$ cat config.mk
export PLATFORM = sky130hd
export DESIGN_NAME = register_bank_16x32
export DESIGN_NICKNAME = d
export VERILOG_FILES = /design/src/rtl/reg_bank_pkg.sv /design/src/rtl/reg_bank_cell.sv /design/src/rtl/register_bank_16x32.sv
export SDC_FILE = /design/constraint.sdc
export NUM_CORES = 1
export LEC_CHECK = 0
export CAP_MARGIN = 20
export CORE_UTILIZATION = 45
export DETAILED_ROUTE_END_ITERATION = 10
export GPL_TIMING_DRIVEN = 1
export HOLD_SLACK_MARGIN = 0.08
export PLACE_DENSITY = 0.7
export REMOVE_ABC_BUFFERS = 1
export SETUP_SLACK_MARGIN = 0.2
export SLEW_MARGIN = 10
export SYNTH_ARGS = -nofsm -noshare
export SYNTH_HDL_FRONTEND = slang
export SYNTH_SLANG_ARGS = --single-unit
$ cat constraint.sdc
create_clock -name clk -period 4.9 [get_ports clk]
set_input_delay 0.735 -clock clk [delete_from_list [all_inputs] [get_ports clk]]
set_output_delay 0.735 -clock clk [all_outputs]
set_load 0.01 [all_outputs]
$ cat src/rtl/reg_bank_pkg.sv
// Shared constants and types for the 16 x 32 general-purpose register file.
package reg_bank_pkg;

    localparam int DATA_W   = 32;
    localparam int ADDR_W   = 4;
    localparam int NUM_REGS = 2 ** ADDR_W;

    typedef logic [ADDR_W-1:0] reg_addr_t;
    typedef logic [DATA_W-1:0] reg_data_t;

endpackage

$ cat src/rtl/reg_bank_cell.sv
// One storage word of the register file: async active-low clear, load on write enable.
module reg_bank_cell
    import reg_bank_pkg::*;
#(
    parameter int W = DATA_W
) (
    input  logic         clk,
    input  logic         rst_n,
    input  logic         en,
    input  logic [W-1:0] d,
    output logic [W-1:0] q
);

    always_ff @(posedge clk or negedge rst_n) begin
        if (!rst_n) begin
            q <= '0;
        end else if (en) begin
            q <= d;
        end
    end

endmodule

$ cat src/rtl/register_bank_16x32.sv
// Register file with two combinational read ports and one clocked write port.
// Reads have no bypass: a write becomes visible only after the capturing edge.
module register_bank_16x32
    import reg_bank_pkg::*;
#(
    parameter int DATA_W = reg_bank_pkg::DATA_W,
    parameter int ADDR_W = reg_bank_pkg::ADDR_W
) (
    input  logic              clk,
    input  logic              rst_n,
    input  logic [ADDR_W-1:0] RA,
    input  logic [ADDR_W-1:0] RB,
    input  logic [ADDR_W-1:0] WC,
    input  logic [DATA_W-1:0] WPC,
    input  logic              W_RB,
    output logic [DATA_W-1:0] PRA,
    output logic [DATA_W-1:0] PRB
);

    localparam int DEPTH = 2 ** ADDR_W;

    logic [DEPTH-1:0]  write_sel;
    logic [DATA_W-1:0] regs [DEPTH];

    // One-hot write select; all-zero when the write enable is low.
    always_comb begin
        write_sel = '0;
        if (W_RB) begin
            write_sel[WC] = 1'b1;
        end
    end

    for (genvar i = 0; i < DEPTH; i++) begin : g_cell
        reg_bank_cell #(
            .W (DATA_W)
        ) u_cell (
            .clk   (clk),
            .rst_n (rst_n),
            .en    (write_sel[i]),
            .d     (WPC),
            .q     (regs[i])
        );
    end

    always_comb begin
        PRA = regs[RA];
        PRB = regs[RB];
    end

endmodule

==> summary.md <==
| Metric | Value |
|---|---|
| WL/cell | 28.3 um |
| Biggest regs | g_cell.u_cell.q x512 |
| Avg Synthesized Cell Area | ~16 um^2 |
| Fmax | ~250 MHz |
| Clock Power Share | 32.1% |
| Crit-path cells | clkdlybuf4s50_1 -> nor2_4 -> buf_4 -> a22oi_1 -> nand2_1 -> clkdlybuf4s50_1 |
| Layout cells sized above 1 | around 50% |
| Worst vdd ir | roughly 0.30 mV |
| Critical path buffers and inverters | 3 |
| Comb power frac | between 20% and 30% |
| Slowest cell on the critical path | nor2_4 |
| Cts hold-fix bufs | 0 |
| Synthesis-to-layout area growth | 14.7% |
| Class of the most critical setup path | primary input to output port |
| Number of global-route vias before repair | 17500 |
| Drt first-iter violations | approximately 1200 |
| Clock sink count | ~510 |
| Slew margin rel. | about 29% |
| Critical path's top delay family | buffers and inverters |
| Hold Path Class | primary input to async pin |
| Post-CTS resize count | 0 |
| Sw frac | a little over a quarter |
| Worst setup SP type | primary input |
| Critical Path Stages | 6 |
| R2R setup slack | 4080 ps |
| Count leader, synth | dfrtp_1 |
| Int Power | between 9000 and 10000 uW |
| P per Cell Area | ~440 mW/mm^2 |
| Post-route ant nets | 0 |
| First-pass GRT wire length | 111 mm |
| Final-report hold violation count | 0 |
| Yosys cell types | 18 |
| Max reg flops | 512 |
| Total congestion overflow | 0 |
| MaxCap Viol Count | 0 |
| Die footprint | ~0.060 mm^2 |
| Post-CTS setup buffers | 0 |
| Biggest register | g_cell.u_cell.q |
| Non-filler cells, final | ~2500 |
| Synth cell count leaders | dfrtp_1, mux2_2, mux4_2, a22oi_1, clkbuf_1 |
| Die X | between 200 and 250 um |
| Worst Clk Skew | 0 ps |
| Dominant cells by area after synthesis | dfrtp_1, mux4_2, mux2_2, a22oi_1, mux2_1 |
| Via density | 6.39 |
| Starting density of the core | 45.7% |
| Largest net degree at the start of global routing | 122 |
| NetSw | 3630 uW |
| Setup TNS | 0 ps |
| Clk root buf | clkbuf_16 |
| Design Area, Final | between 0.03 and 0.04 mm^2 |
| Residual DRC | 0 |
| CP arrival | approximately 3300 ps |
| Top Ports | ~110 |
| Die height | between 200 and 250 um |
| Synth Flop Type | dfrtp_1 |
| Placer's final routability congestion estimate | slightly below 0.8 |
| Asr flop ratio synth | 100% |
| Slew @ Worst Pin | about 1100 ps |
| R2R depth | 1 |
| Dpl cells | 2434 |
| Router iterations before antenna repair | 6 |
| TritonCTS buffer count | 57 |
| Critical Path Sink Type | output port |
| Post-detail-place hpwl | 43.1 mm |
| Core Area | between 0.05 and 0.06 mm^2 |
| Sequential share of power | roughly 45% |
| R2r endpoint | g_cell[8].u_cell.q[18]$_DFFE_PN0P_ |
| Tcrit/Tclk final | between 80% and 90% |
| Antenna violations before repair | 3 |
| Yosys top cell area share | 48.4% |
| WL final | around 72 mm |
| Ys Warns | 0 |
| Post-synth EDFFs | 0 |
| Synth area leader | dfrtp_1 |
| TritonCTS clock tree | done |
| Pleak | about 0.012 uW |
| # port buffers | 110 |
| Most used cell, CP | clkdlybuf4s50_1 |
| Worst skew pair latency | approximately 620 ps |
| Slowest stage delay, CP | about 630 ps |
| GRT Overall Usage | about 25% |
| FF+latch count, synth | approximately 510 |
| Status | completed |
| FP Rows | between 80 and 90 |
| Reg-to-Reg Start | g_cell[8].u_cell.q[18]$_DFFE_PN0P_ |
| Max-slew violation count | 0 |
| Clock-pin slew on the worst setup and hold paths | 50 ps |
| CTS max path bufs | 3 |
| Post-Synthesis Cells | around 1700 |
| DR vias | 16200 |
| CP startpoint | RB[2] |
| Register area share after synthesis | approximately half |
| Clock period minus worst slack | between 4000 and 5000 ps |
| Placed Area | between 0.02 and 0.03 mm^2 |
| CP required | roughly 4200 ps |
| End point of the critical path | PRB[13] |
| Setup-failing EPs final | 0 |
| Layout net count | 1775 |
| Cell area after synthesis | about 0.026 mm^2 |
| Unrepaired setup endpoints after global routing | no |
| H-tree depth | 2 |
| Diode count | 0 |
| Crit path max fanout | 19 |
per-layer routing:
metal	share of wire, %	global-route usage [%]	vias up
met5	0.064	0	-
met2	49	39.6	548
met4	2.3	6.64	6
met1	42	34.7	8905
met3	6.4	4.66	115
li1	-	-	6650
power groups by stage:
| stage | logic [uW] | clock network [uW] | registers (uW) |
|---|---|---|---|
| after floorplan | 2120 | 0 | 5720 |
| after global placement | 3060 | 0 | 5860 |
| after detailed placement | 3120 | 0 | 5970 |
| after CTS | 3130 | 4330 | 5900 |
| after global routing | 3320 | 4500 | 6060 |
| final | 3100 | 4260 | 5910 |
final cells by class:
cell class	instances	area (um^2)
flip-flops and latches	512	12800
clock buffers	87	1720
well taps	765	957
repair buffers	165	1680
fillers	4704	27600
multi-input cells	992	13000
clock inverters	16	151
per-stage QoR:
step | hold WS (ps) | setup slack [ps] | power [uW] | util, %
floorplan | 439 | 1980 | 7840 | -
global placement | 480 | 919 | 8910 | 49.2
detailed placement | 491 | 896 | 9090 | 49.2
CTS | 231 | 899 | 13400 | 52.4
global route | 295 | 769 | 13900 | 52.4
finish | 215 | 838 | 13300 | 52.4
worst min path at each step:
stage | start | endpoint | slack [ps] | depth (start not counted)
floorplan | rst_n | g_cell[0].u_cell.q[0]$_DFFE_PN0P_ | 440 | 0
global placement | g_cell[6].u_cell.q[26]$_DFFE_PN0P_ | g_cell[6].u_cell.q[26]$_DFFE_PN0P_ | 480 | 1
detailed placement | g_cell[6].u_cell.q[16]$_DFFE_PN0P_ | g_cell[6].u_cell.q[16]$_DFFE_PN0P_ | 490 | 1
CTS | rst_n | g_cell[8].u_cell.q[25]$_DFFE_PN0P_ | 230 | 1
global route | rst_n | g_cell[15].u_cell.q[12]$_DFFE_PN0P_ | 300 | 1
finish | rst_n | g_cell[15].u_cell.q[12]$_DFFE_PN0P_ | 210 | 1
cells by family (layout without fill, tap and decap cells):
logic type	after synthesis	after routing	share of synthesized area, %
compound gates	128	128	3.63
buf+inv	172	268	2.79
flops	512	512	48.4
mux	768	768	43.6
simple gates	96	96	1.57
layout by cell type (no fill, tap or decap), types with 2 or more instances in the layout:
cell type and count:
and2_2 2, buf_4 43, nand3b_1 4, a22oi_1 128, buf_8 2, clkinv_2 10, mux2_2 458, nor2b_4 4
clkdlybuf4s50_1 105, clkbuf_1 12, nor2_4 11, clkbuf_16 57, clkbuf_8 19, mux4_2 256, or3_2 3, nand2b_1 2
buf_12 12, buf_6 2, mux2_1 54, dfrtp_1 512, nand2_1 65
(Power assumes the default switching activity.)
